`src/rtl/cpu_controller_if.sv`:
```
// Controller <-> datapath strobe bundle for the 8-bit accumulator CPU.
// step exists only when CTRL_SINGLE_STEP_EN is defined.
interface cpu_controller_if #(
    parameter int OP_W    = 3,
    parameter int PHASE_W = 4
);
    logic [OP_W-1:0]    opcode;
    logic               zero;
`ifdef CTRL_SINGLE_STEP_EN
    logic               step;
`endif
    logic               sel;
    logic               rd;
    logic               ld_ir;
    logic               inc_pc;
    logic               ld_pc;
    logic               ld_ac;
    logic               wr;
    logic               data_e;
    logic               halt;
    logic [PHASE_W-1:0] phase;

    modport master (
        input  opcode, zero,
`ifdef CTRL_SINGLE_STEP_EN
        input  step,
`endif
        output sel, rd, ld_ir, inc_pc, ld_pc, ld_ac, wr, data_e, halt, phase
    );

    modport slave (
        output opcode, zero,
`ifdef CTRL_SINGLE_STEP_EN
        output step,
`endif
        input  sel, rd, ld_ir, inc_pc, ld_pc, ld_ac, wr, data_e, halt, phase
    );
endinterface

```
`src/rtl/cpu_controller.sv`:
```
// Purpose: 8-phase instruction sequencer; decodes phase/opcode/zero into datapath strobes.
// Latency: 8 clk per instruction, strobes combinational from phase. Backpressure: none, except
// CTRL_SINGLE_STEP_EN adds bus.step, which gates leaving INST_ADDR.
module cpu_controller #(
    parameter int OP_W    = 3,
    parameter int PHASE_W = 4
) (
    input  logic              clk,
    input  logic              rst,
    cpu_controller_if.master  bus
);
    typedef enum logic [PHASE_W-1:0] {
        INST_ADDR  = PHASE_W'(0),
        INST_FETCH = PHASE_W'(1),
        INST_LOAD  = PHASE_W'(2),
        IDLE       = PHASE_W'(3),
        OP_ADDR    = PHASE_W'(4),
        OP_FETCH   = PHASE_W'(5),
        ALU_OP     = PHASE_W'(6),
        STORE      = PHASE_W'(7),
        HALTED     = PHASE_W'(8)
    } state_t;

    localparam logic [OP_W-1:0] OP_HLT = OP_W'(0);
    localparam logic [OP_W-1:0] OP_SKZ = OP_W'(1);
    localparam logic [OP_W-1:0] OP_ADD = OP_W'(2);
    localparam logic [OP_W-1:0] OP_AND = OP_W'(3);
    localparam logic [OP_W-1:0] OP_XOR = OP_W'(4);
    localparam logic [OP_W-1:0] OP_LDA = OP_W'(5);
    localparam logic [OP_W-1:0] OP_STO = OP_W'(6);
    localparam logic [OP_W-1:0] OP_JMP = OP_W'(7);

    state_t phase_q;
    state_t phase_d;
    logic   alu_op;
    logic   is_hlt;
    logic   is_skz;
    logic   is_sto;
    logic   is_jmp;

    always_ff @(posedge clk or posedge rst) begin
        if (rst) begin
            phase_q <= INST_ADDR;
        end else begin
            phase_q <= phase_d;
        end
    end

    always_comb begin
        alu_op = (bus.opcode == OP_ADD) || (bus.opcode == OP_AND) ||
                 (bus.opcode == OP_XOR) || (bus.opcode == OP_LDA);
        is_hlt = (bus.opcode == OP_HLT);
        is_skz = (bus.opcode == OP_SKZ);
        is_sto = (bus.opcode == OP_STO);
        is_jmp = (bus.opcode == OP_JMP);
    end

    always_comb begin
        phase_d    = INST_ADDR;
        bus.sel    = 1'b0;
        bus.rd     = 1'b0;
        bus.ld_ir  = 1'b0;
        bus.inc_pc = 1'b0;
        bus.ld_pc  = 1'b0;
        bus.ld_ac  = 1'b0;
        bus.wr     = 1'b0;
        bus.data_e = 1'b0;
        bus.halt   = 1'b0;
        bus.phase  = phase_q;

        case (phase_q)
            INST_ADDR: begin
                bus.sel = 1'b1;
`ifdef CTRL_SINGLE_STEP_EN
                phase_d = bus.step ? INST_FETCH : INST_ADDR;
`else
                phase_d = INST_FETCH;
`endif
            end
            INST_FETCH: begin
                bus.sel = 1'b1;
                bus.rd  = 1'b1;
                phase_d = INST_LOAD;
            end
            INST_LOAD: begin
                bus.sel   = 1'b1;
                bus.rd    = 1'b1;
                bus.ld_ir = 1'b1;
                phase_d   = IDLE;
            end
            IDLE: begin
                // ld_ir stays high so the IR holds its freshly captured value
                bus.sel   = 1'b1;
                bus.rd    = 1'b1;
                bus.ld_ir = 1'b1;
                phase_d   = OP_ADDR;
            end
            OP_ADDR: begin
                bus.inc_pc = !is_hlt;
                bus.halt   = is_hlt;
                phase_d    = is_hlt ? HALTED : OP_FETCH;
            end
            OP_FETCH: begin
                bus.rd  = alu_op;
                phase_d = ALU_OP;
            end
            ALU_OP: begin
                // SKZ on zero skips the next word with a second PC increment
                bus.rd     = alu_op;
                bus.inc_pc = is_skz && bus.zero;
                bus.ld_pc  = is_jmp;
                bus.data_e = is_sto;
                phase_d    = STORE;
            end
            STORE: begin
                bus.rd     = alu_op;
                bus.ld_ac  = alu_op;
                bus.ld_pc  = is_jmp;
                bus.wr     = is_sto;
                bus.data_e = is_sto;
                phase_d    = INST_ADDR;
            end
            HALTED: begin
                bus.halt = 1'b1;
                phase_d  = HALTED;
            end
            default: begin
                phase_d = INST_ADDR;
            end
        endcase
    end
endmodule

```
`src/flat_wrapper.sv`:
```
// flat-port wrapper written by rule: the top's interface ports become plain ports
module cpu_controller_flat 
#(
    parameter int OP_W    = 3,
    parameter int PHASE_W = 4
)
  (clk, rst, bus_opcode, bus_zero, bus_sel, bus_rd, bus_ld_ir, bus_inc_pc, bus_ld_pc, bus_ld_ac, bus_wr, bus_data_e, bus_halt, bus_phase);
  cpu_controller_if #(.OP_W(OP_W), .PHASE_W(PHASE_W)) bus_i ();
  input  logic clk;
  input  logic rst;
  input wire logic [$bits(bus_i.opcode)-1:0] bus_opcode;
  input wire logic [$bits(bus_i.zero)-1:0] bus_zero;
  output wire logic [$bits(bus_i.sel)-1:0] bus_sel;
  output wire logic [$bits(bus_i.rd)-1:0] bus_rd;
  output wire logic [$bits(bus_i.ld_ir)-1:0] bus_ld_ir;
  output wire logic [$bits(bus_i.inc_pc)-1:0] bus_inc_pc;
  output wire logic [$bits(bus_i.ld_pc)-1:0] bus_ld_pc;
  output wire logic [$bits(bus_i.ld_ac)-1:0] bus_ld_ac;
  output wire logic [$bits(bus_i.wr)-1:0] bus_wr;
  output wire logic [$bits(bus_i.data_e)-1:0] bus_data_e;
  output wire logic [$bits(bus_i.halt)-1:0] bus_halt;
  output wire logic [$bits(bus_i.phase)-1:0] bus_phase;
  assign bus_i.opcode = bus_opcode;
  assign bus_i.zero = bus_zero;
  assign bus_sel = bus_i.sel;
  assign bus_rd = bus_i.rd;
  assign bus_ld_ir = bus_i.ld_ir;
  assign bus_inc_pc = bus_i.inc_pc;
  assign bus_ld_pc = bus_i.ld_pc;
  assign bus_ld_ac = bus_i.ld_ac;
  assign bus_wr = bus_i.wr;
  assign bus_data_e = bus_i.data_e;
  assign bus_halt = bus_i.halt;
  assign bus_phase = bus_i.phase;
  cpu_controller #(.OP_W(OP_W), .PHASE_W(PHASE_W)) u_core (.clk(clk), .rst(rst), .bus(bus_i));
endmodule
```
`config.mk`:
```
export PLATFORM = sky130hd
export DESIGN_NAME = cpu_controller_flat
export DESIGN_NICKNAME = d
export VERILOG_FILES = /design/src/rtl/cpu_controller_if.sv /design/src/rtl/cpu_controller.sv /design/src/flat_wrapper.sv
export SDC_FILE = /design/constraint.sdc
export NUM_CORES = 1
export LEC_CHECK = 0
export CAP_MARGIN = 20
export CORE_AREA = 2 2 39 41
export DETAILED_ROUTE_END_ITERATION = 6
export DIE_AREA = 0 0 41 43
export GPL_ROUTABILITY_DRIVEN = 0
export PLACE_DENSITY = 0.64
export SETUP_SLACK_MARGIN = 0.3
export SLEW_MARGIN = 20
export SYNTH_ARGS = -nofsm -noshare
export SYNTH_HDL_FRONTEND = slang
export SYNTH_SLANG_ARGS = --single-unit
```
`constraint.sdc`:
```
create_clock -name clk -period 1.3 [get_ports clk]
set_input_delay 0.195 -clock clk [delete_from_list [all_inputs] [get_ports clk]]
set_output_delay 0.195 -clock clk [all_outputs]
set_load 0.01 [all_outputs]
```
After elaboration in Yosys (flattened, before gate mapping). Index checks and enable logic that the tools add are counted.

Register bits: 4. Output and inout port bits: 13. Word-level logic and storage cells: 39.

Eq/ne operators: 15. Multiplexer cells: 11. Reductions and logical operators: 12.

Operators with widths (number): $pmux W4 S8 (1); $eq A4 B3 Y1 const B (4); $eq A3 B3 Y1 const B (4); $eq A4 B2 Y1 const B (2); $eq A3 B2 Y1 const B (2); $mux W1 (6); $pmux W1 S2 (3); $reduce_or A3 Y1 (2); $eq A4 B1 Y1 const B (1); $eq A4 B4 Y1 const B (1); $logic_not A4 Y1 (1); $mux W4 (1); $reduce_or A2 Y1 (2); $reduce_or A4 Y1 (1); $eq A3 B1 Y1 const B (1); $logic_not A3 Y1 (1); $logic_or A1 B1 Y1 (3); $logic_and A1 B1 Y1 (1); $logic_not A1 Y1 (1).

Depth between registers and ports, before layout. Gate-level depths: netlist of the first run.

Word-level depth: 5. Mapped depth: 3. Gate-level depth less buffers: 2.

Least setup slack after synthesis of the first run. OpenSTA, ideal clock, no wires.

Kind: register -> output. From: reg u_core.phase_q[0] (netlist: u_core.bus.phase[0]). To: out bus_ld_ac. Arrival: 1.193 ns. Slack: -0.088 ns. Stages on the path, launching flop included: 4. Path buffers: 1. Cell sequence: dfrtp_1 -> clkbuf_1 -> inv_1 -> nor4_1.

Word-level cells in the longest chain between the ends: 2.

RTL lines: start: declaration (line cpu_controller.sv:33) `state_t phase_q;`; start signal: assignment (line cpu_controller.sv:45) `phase_q <= phase_d;`; $eq A4 B3 Y1 (line cpu_controller.sv:71) `case (phase_q)`; $mux W1 (line cpu_controller.sv:71); end: declaration (line flat_wrapper.sv:18) `output wire logic [$bits(bus_i.ld_ac)-1:0] bus_ld_ac;`.

Every way passes these cells.

Final worst setup path of the first run.
From: reg u_core.phase_q[3] (netlist: u_core.bus.phase[3]). To: out bus_halt.

Word-level cells in the longest chain between the ends: 2. Elaborated cells between the ends (all ways): 3. Those cells by class: eq/ne (2); mux (1).

RTL lines: $eq A4 B4 Y1 or $eq A4 B3 Y1 (tied branches) (line cpu_controller.sv:71); $pmux W1 S2 * (line cpu_controller.sv:71); end: declaration (line flat_wrapper.sv:21) `output wire logic [$bits(bus_i.halt)-1:0] bus_halt;`.

Mark *: on every way between the ends. The rest lies on a longest branch, timed or not.

==> results.json, run 1 <==
{
  "status": "finished with violations",
  "violations": "negative setup slack",
  "dieArea_um2": 1760,
  "drv_cap": 0,
  "die_w_um": 41,
  "async_reset_ff_frac": 1.00,
  "syn_area_per_cell_um2": 8.25,
  "synth_xor_xnor_area_share": 0.0574,
  "finalHoldViolations": 0,
  "grt_max_degree": 7,
  "finalSetupViolations": 11,
  "num-nets-final": 91,
  "worst_slack_ns": -0.255,
  "clock_latency_ns": 0.24,
  "ys_seq_area_frac": 0.328,
  "worstPathRequired_ns": 1.11,
  "port_buffers": 18,
  "total_power_mw": 1.80,
  "power.density_nw_per_um2": 2090,
  "yosys-top-cells-area": "dfrtp_1 (33%), a31o_2 (8.6%), nor3_1 (6.6%)",
  "crit_path_max_fanout": 4,
  "skew_ns": 0.00586,
  "cts_tree": "done",
  "synth-main-ff-cell": "dfrtp_1",
  "drt_iter0_drc": 4,
  "ys_warn_count": 0,
  "grt_pass1_wl_mm": 1.82,
  "clock.fmax_mhz": 643,
  "die_y_um": 43,
  "synth_top_cell_by_area": "dfrtp_1",
  "drive_above_1_share": 0.759,
  "synth_top_area_frac": 0.328,
  "path_cells": "buf_4 > buf_6 > nor4b_4 > a31o_2 > buf_6",
  "crit_path_start_kind": "flip-flop",
  "drt-total-wl_mm": 1.18,
  "fp.coreArea_um2": 1380,
  "synthAdderAreaFrac": 0,
  "worstSetupStartpoint": "u_core.bus.phase[3]",
  "worstReg2RegStart": "u_core.bus.phase[3]",
  "synth_mux_area_frac": 0,
  "largest_register_ff_count": 4,
  "worst_path_most_repeated_cell": "buf_6",
  "hpwl_um": 713,
  "yosys.cell_types.count": 18,
  "syn_nets": 43,
  "clock_path_buffers": 2,
  "crit_type": "reg2out",
  "synth_edf_count": 0,
  "crit_slowest_cell": "dfrtp_2",
  "tightest_slew_ns": 0.295,
  "endpoint_kind": "primary output",
  "vias_per_cell": 4.76,
  "wl_per_cell_um": 11.9,
  "hold_class": "in2async",
  "leakagePower_nw": 0.415,
  "finalMaxSlewViolations": 0,
  "numCtsBuffers": 3,
  "grt_util_all_layers": 0.157,
  "tns_ns": -2.12,
  "fin_hold_ws_ns": 0.130,
  "post-route-min-period_ns": 1.55,
  "synth_cells": 37,
  "antenna_found_initial": 0,
  "synth_compound_area_frac": 0.230,
  "path_clk_slew_ns": 0.04,
  "slew_headroom": 0.802,
  "fin_crit_sh": 1.20,
  "gr-total-overflow": 0,
  "postLayoutCoreUtil": 0.625,
  "row_count": 14,
  "slowest_delay_ns": 0.42,
  "drc": 0,
  "diodes": 0,
  "critPathTopFamily": "flip-flops",
  "cts_hold_buf": 0,
  "drtPass1Iterations": 4,
  "rsz0062_at_grt": "true",
  "cp_data_arrival_time_ns": 1.36,
  "cts.sinks": 4,
  "vias": 471,
  "synthSimpleGateAreaFrac": 0.270,
  "cts.htree.levels": 1,
  "synth_area_um2": 305,
  "io_pins": 19,
  "crit_buf_inv": 3,
  "synth-seq-cells": 4,
  "area_delta_synth_final_pct": 183,
  "synth_top_family_by_area": "simple AND/OR/NAND/NOR gates",
  "peakVddDrop_v": 0.00131,
  "grt_pass1_vias": 453,
  "cts-root-buf": "clkbuf_4",
  "initial_utilization": 0.221,
  "final_antenna_net_count": 0
}
[path summary, 6_finish.rpt]
path	to	slack (ns)	depth (start not counted)
hold reg to reg	u_core.bus.phase[0]	0.69	3
setup reg to reg	u_core.bus.phase[3]	-0.14	7
setup / recovery	bus_halt	-0.25	5
hold / removal	u_core.bus.phase[2]	0.13	2
min in group clk	u_core.bus.phase[0]	0.69	3
max in group asynchronous	u_core.bus.phase[1]	1.01	2
[cell usage after synthesis (all sizes together) (2+ instances only)]
| library cell | count |
|---|---|
| inv | 5 |
| dfrtp | 4 |
| nor3 | 4 |
| a31o | 3 |
| clkbuf | 3 |
| nor2 | 3 |
| a211oi | 2 |
| nor4 | 2 |
| xnor2 | 2 |
[layout by cell type, fill, tap and decap left out, types with 2 or more instances in the layout]
cell,synthesis,routed
dlygate4sd2_1,0,4
clkbuf_4,0,3
nor4_2,0,2
a211oi_2,0,2
inv_1,5,5
a31o_2,3,2
buf_2,1,7
buf_12,0,2
buf_8,0,2
buf_6,0,16
buf_4,0,15
dfrtp_2,0,3
nor3_1,4,2
[repair_timing]
item	CTS	global route
buffers inserted	11	5
pin swaps	5	6
setup endpoints to repair	16	16
gates resized for setup	74	15
hold endpoints to repair	0	0
[power breakdown]
group          internal [mW]  switching, mW
registers              0.184         0.0653
logic                  0.827          0.568
clock network          0.104         0.0565
[area by class of cell]
type | instances | area [um2]
Tap cell | 16 | 20.0
Clock buffer | 3 | 22.5
Timing Repair Buffer | 47 | 443
Sequential cell | 4 | 104
Inverter | 5 | 18.8
Multi-Input combinational cell | 24 | 256
Fill cell | 120 | 519
[kinds of logic (layout without fill, tap and decap cells)]
logic type | after synthesis | in the layout
AOI/OAI and AO/OA | 8 | 8
xor gates and xnor gates | 2 | 2
buffers and inverters | 9 | 55
and+or+nand+nor | 14 | 14
DFF | 4 | 4
[routing by layer]
metal	global-route usage	vias up	wire length, um
met5	0	-	0
met4	0.127	0	27
met3	0.0524	3	50
met2	0.219	20	579
met1	0.184	220	519
li1	-	228	-
[through the flow]
| stage | worst slack (ns) | area, um2 | std cells |
|---|---|---|---|
| floorplan | 0.0421 | 368 | 37 |
| global route | -0.317 | 865 | 99 |
| detailed placement | -0.891 | 613 | 80 |
| global placement | -0.850 | 613 | 80 |
| finish | -0.255 | 865 | 99 |
| CTS | -0.268 | 759 | 94 |
Power figures use the tool's default switching activity.
==> run 2, diff against run 1 <==
CTS_BUF_LIST = sky130_fd_sc_hd__clkbuf_4 sky130_fd_sc_hd__clkbuf_8 sky130_fd_sc_hd__clkbuf_16   (was default)
PLACE_DENSITY = default   (was 0.64)
SKIP_LAST_GASP = 1   (was default)
==> run 2 against run 1 <==
  * Critical path depth shrank 2
  * Combinational power shrank 24%
  * Global-route usage decreased by 1.7 points
  * Clock skew down 0.0050 ns
  * Worst hold slack gained 0.013 ns
  * Setup slack gained 0.11 ns
  * Largest power group unchanged
  * Maximum frequency grew 7.7%
  * Count of clock-buffer cells in the layout stayed put
  * The run still ends with negative setup slack left
  * Sequential power grew 20%
  * Core utilization decreased by 11 points
==> results.json, run 2 (synthesis gave the netlist of run 1 again) <==
{
  "grt_pass1_wl_mm": 1.67,
  "wl_per_cell_um": 11.1,
  "hpwl_um": 729,
  "cp_data_arrival_time_ns": 1.25,
  "power.density_nw_per_um2": 2100,
  "post-route-min-period_ns": 1.44,
  "cts_hold_buf": 0,
  "path_clk_slew_ns": 0.04,
  "final_common_cell": "buf_4",
  "antenna_found_initial": 0,
  "diodes": 0,
  "slowest_delay_ns": 0.41,
  "r2r-end": "u_core.bus.phase[2]",
  "ff2ff_setup_slack_ns": 0.12,
  "cts.htree.levels": 1,
  "numCtsBuffers": 3,
  "vias_per_cell": 4.68,
  "leakagePower_nw": 0.347,
  "finalInstanceArea_um2": 714,
  "rr_worst_depth": 4,
  "rsz0062_at_grt": "true",
  "skew_ns": 0.000835,
  "vias": 426,
  "endpoint": "bus_wr",
  "finalSetupViolations": 9,
  "grt_max_degree": 7,
  "peakVddDrop_v": 0.000986,
  "place_area_um2": 606,
  "fin_crit_sh": 1.11,
  "worstPathRequired_ns": 1.11,
  "worstReg2RegStart": "u_core.bus.phase[1]",
  "largest_register_ff_count": 4,
  "drv_cap": 0,
  "violations": "negative setup slack",
  "finalMaxSlewViolations": 0,
  "slew_headroom": 0.790,
  "port_buffers": 18,
  "crit_slowest_cell": "dfrtp_1",
  "drtPass1Iterations": 3,
  "fp.coreArea_um2": 1380,
  "pre_cts_slack_ns": -0.867,
  "grt_pass1_vias": 411,
  "drt-total-wl_mm": 1.01,
  "worst_slack_ns": -0.144,
  "num-nets-final": 83,
  "hold_class": "in2async",
  "drive_above_1_share": 0.760,
  "path_cells": "nand4b_1 > nor4_2 > buf_2",
  "crit_type": "reg2out",
  "drt_iter0_drc": 1,
  "drc": 0,
  "clock.fmax_mhz": 692,
  "die_w_um": 41,
  "clock_latency_ns": 0.23,
  "cts.sinks": 4,
  "tightest_slew_ns": 0.313,
  "initial_utilization": 0.221,
  "die_y_um": 43,
  "worstSetupStartpoint": "u_core.bus.phase[3]",
  "final_antenna_net_count": 0,
  "finalHoldViolations": 0,
  "total_power_mw": 1.50,
  "dieArea_um2": 1760,
  "io_pins": 19,
  "crit_path_max_fanout": 5,
  "cts-root-buf": "clkbuf_4",
  "area_delta_synth_final_pct": 134,
  "gr-total-overflow": 0,
  "endpoint_kind": "primary output",
  "grt_util_all_layers": 0.140,
  "row_count": 14,
  "final_cell_mix": "buf_4 (16), buf_2 (10), buf_6 (8), inv_1 (5)",
  "crit_path_start_kind": "flip-flop",
  "clock_path_buffers": 2,
  "cts_tree": "done",
  "status": "finished with violations"
}
## run 2: cell count changes in the layout (fill, tap and decap cells not counted)
cell,change
buf_6,-8
nor3_1,-1
clkbuf_2,+1
buf_4,+1
a31o_4,-1
clkdlybuf4s15_1,+1
buf_2,+3
nor3_2,+2
buf_8,-2
a31o_2,+1
buf_12,-2
nor3_4,-1
dlygate4sd2_1,-2
## run 2: critical path, delay by kind of cell (launching register included)
kind / cells / cell delay [ns]
buf+inv: 1 / 0.17
flops: 1 / 0.41
simple gates: 2 / 0.45
## run 2: timing repair
| item | 4_1_cts | 5_1_grt |
|---|---|---|
| endpoints found under the setup margin | 16 | 17 |
| buffers inserted | 5 | 4 |
| resized for setup | 71 | 8 |
| gates cloned | 0 | 0 |
| pin swaps | 8 | 3 |
## run 2: cell type report
class	count	area, um2
Fill cell	135	669
Timing Repair Buffer	39	303
Multi-Input combinational cell	24	246
Sequential cell	4	104
Clock buffer	3	22.5
Tap cell	16	20.0
Inverter	5	18.8
## run 2: metrics by stage
| stage | TNS, ns | instances | hold slack [ns] | utilization |
|---|---|---|---|---|
| floorplan | 0 | 37 | -0.0389 | - |
| global placement | -5.21 | 79 | 0.389 | 0.438 |
| detailed placement | -5.16 | 79 | 0.395 | 0.438 |
| CTS | -1.17 | 87 | 0.148 | 0.474 |
| global route | -1.70 | 91 | 0.152 | 0.516 |
| finish | -0.963 | 91 | 0.143 | 0.516 |
## run 2: layer usage
| layer | wire length [um] | global-route usage | vias to the layer above |
|---|---|---|---|
| li1 | - | - | 211 |
| met1 | 431 | 0.172 | 200 |
| met2 | 524 | 0.216 | 13 |
| met3 | 35 | 0.0157 | 2 |
| met4 | 16 | 0.0933 | 0 |
| met5 | 0 | 0 | - |
## run 2: worst min-delay path by stage
stage / from / to / slack, ns
after floorplan: rst / u_core.bus.phase[0] / -0.04
after global placement: rst / u_core.bus.phase[1] / 0.39
after detailed placement: rst / u_core.bus.phase[1] / 0.39
after CTS: rst / u_core.bus.phase[1] / 0.15
after global routing: rst / u_core.bus.phase[3] / 0.15
final: rst / u_core.bus.phase[1] / 0.14
## run 2: report_power, final
| group | switching (mW) | internal [mW] | leakage (nW) |
|---|---|---|---|
| sequential | 0.112 | 0.187 | 0.0462 |
| combinational | 0.452 | 0.601 | 0.287 |
| clock | 0.0472 | 0.103 | 0.0138 |
| total | 0.611 | 0.891 | 0.347 |
==> run 3, diff against run 2 <==
==> constraint.sdc (replaced) <==
create_clock -name clk -period 1.45 [get_ports clk]
set_input_delay 0.2175 -clock clk [delete_from_list [all_inputs] [get_ports clk]]
set_output_delay 0.2175 -clock clk [all_outputs]
set_load 0.02 [all_outputs]
==> run 3 against run 2 <==
  * The run still ends with negative setup slack left
  * Clock skew hardly changed
  * Non-clock buffer count up 2
  * Worst hold slack improved by 0.027 ns
  * Core utilization is 4.6 points higher
  * Sequential power down 6%
  * Via count increased by 3.1%
  * Wire length rose by 22%
  * Sequential cell count stayed put
  * Register-to-register slack better by 0.04 ns
  * Global-route usage up 1.7 points
  * Sequential share of layout area shrank 1.0 points
  * Critical path type unchanged
  * Largest cell class unchanged
  * Largest power group unchanged
  * Highest routed layer is now met3
==> results.json, run 3 (synthesis gave the netlist of run 1 again) <==
{
  "status": "finished with violations",
  "violations": "negative setup slack",
  "grt_pass1_vias": 432,
  "drv_cap": 0,
  "leakagePower_nw": 0.356,
  "fp.coreArea_um2": 1380,
  "vias": 439,
  "die_y_um": 43,
  "path_clk_slew_ns": 0.04,
  "area_delta_synth_final_pct": 155,
  "hpwl_um": 713,
  "pwr-share-clk": 0.083,
  "num-nets-final": 85,
  "post-route-min-period_ns": 1.55,
  "cts_tree": "done",
  "crit_path_max_fanout": 7,
  "cts-root-buf": "clkbuf_4",
  "finalHoldViolations": 0,
  "fillCellCount": 130,
  "dieArea_um2": 1760,
  "io_pins": 19,
  "worstSetupStartpoint": "u_core.bus.phase[1]",
  "peakVddDrop_v": 0.000860,
  "finalMaxSlewViolations": 0,
  "crit_type": "reg2out",
  "cts_hold_buf": 0,
  "antenna_found_initial": 0,
  "hold_class": "in2async",
  "final_common_cell": "buf_4",
  "cp_data_arrival_time_ns": 1.34,
  "power.switching_uw": 720,
  "p_comb_frac": 0.742,
  "fin_hold_ws_ns": 0.171,
  "clock.fmax_mhz": 644,
  "drtPass1Iterations": 3,
  "drive_above_1_share": 0.844,
  "wl_per_cell_um": 13.2,
  "pre_cts_slack_ns": -0.894,
  "power.density_nw_per_um2": 2060,
  "numCtsBuffers": 3,
  "postLayoutCoreUtil": 0.562,
  "row_count": 14,
  "drt-total-wl_mm": 1.23,
  "grt_pass1_wl_mm": 1.98,
  "cts.sinks": 4,
  "drt_iter0_drc": 5,
  "cts.htree.levels": 1,
  "fin_crit_sh": 1.07,
  "diodes": 0,
  "p_sw_frac": 0.448,
  "worstReg2RegStart": "u_core.bus.phase[2]",
  "clock_path_buffers": 2,
  "finalSetupViolations": 7,
  "clock_latency_ns": 0.23,
  "skew_ns": 0.000588,
  "intPower_uw": 886,
  "tightest_slew_ns": 0.270,
  "port_buffers": 18,
  "worst_slack_ns": -0.104,
  "tns_ns": -0.539,
  "final_antenna_net_count": 0,
  "seq_power_share": 0.175,
  "endpoint_kind": "primary output",
  "gr-total-overflow": 0,
  "vias_per_cell": 4.72,
  "grt_max_degree": 10,
  "grt_util_all_layers": 0.157,
  "crit_path_start_kind": "flip-flop",
  "drc": 0,
  "initial_utilization": 0.221,
  "slew_headroom": 0.819,
  "largest_register_ff_count": 4,
  "rsz0062_at_grt": "true",
  "die_w_um": 41,
  "worstPathRequired_ns": 1.23,
  "final_cell_mix": "buf_4 (27), buf_6 (6), inv_1 (4), dfrtp_2 (4)"
}
==> run 3: cell types whose count changed in the layout (fill, tap and decap cells not counted), moves of 2 or more <==
cell and delta:
nor4_4 +2, nor4_2 -2, buf_6 -2, buf_2 -7, buf_4 +11
==> run 3: layout make-up <==
| type | count | area (um2) | area share |
|---|---|---|---|
| Multi-Input combinational cell | 24 | 288 | 0.370 |
| Sequential cell | 4 | 105 | 0.135 |
| Timing Repair Buffer | 41 | 324 | 0.416 |
| Clock buffer | 3 | 22.5 | 0.0289 |
| Tap cell | 16 | 20.0 | 0.0257 |
| Inverter | 5 | 18.8 | 0.0241 |
==> run 3: timing repair <==
action                                  4_1_cts  5_1_grt
buffers inserted                              7        5
hold endpoints to repair                      0        0
gates resized for setup                      78       12
endpoints found under the setup margin       16       14
pin swaps                                     4        2
==> run 3: stage by stage <==
step	instance area, um2	std cells	power (mW)
after CTS	719	88	1.40
after global placement	641	78	1.12
after floorplan	400	37	0.787
after global routing	778	93	1.71
after detailed placement	641	78	1.12
final	778	93	1.61
==> run 3: critical path: stages, from the launching register on <==
cell and delay [ns]:
dfrtp_2 0.45, buf_4 0.16, nor4b_4 0.23, a31o_2 0.14, buf_4 0.13
==> run 3: power by group through the flow <==
stage	registers (mW)	clock network [mW]	logic, mW
global placement	0.295	0	0.826
finish	0.281	0.134	1.19
CTS	0.272	0.136	0.994
floorplan	0.249	0	0.538
global route	0.290	0.147	1.27
detailed placement	0.293	0	0.831
==> run 3: worst paths after layout <==
kind	end	slack, ns	cells after the start
min	u_core.bus.phase[0]	0.17	2
max reg2reg	u_core.bus.phase[2]	0.16	5
min in group clk	u_core.bus.phase[0]	0.58	1
min reg2reg	u_core.bus.phase[0]	0.58	1
max in group asynchronous	u_core.bus.phase[3]	1.11	2
max	bus_halt	-0.10	4
==> run 3: metal layers <==
layer  track usage  wire length [um]
met4        0.0200                 0
met2         0.231               643
met5             0                 0
met3        0.0314                59
met1         0.237               524
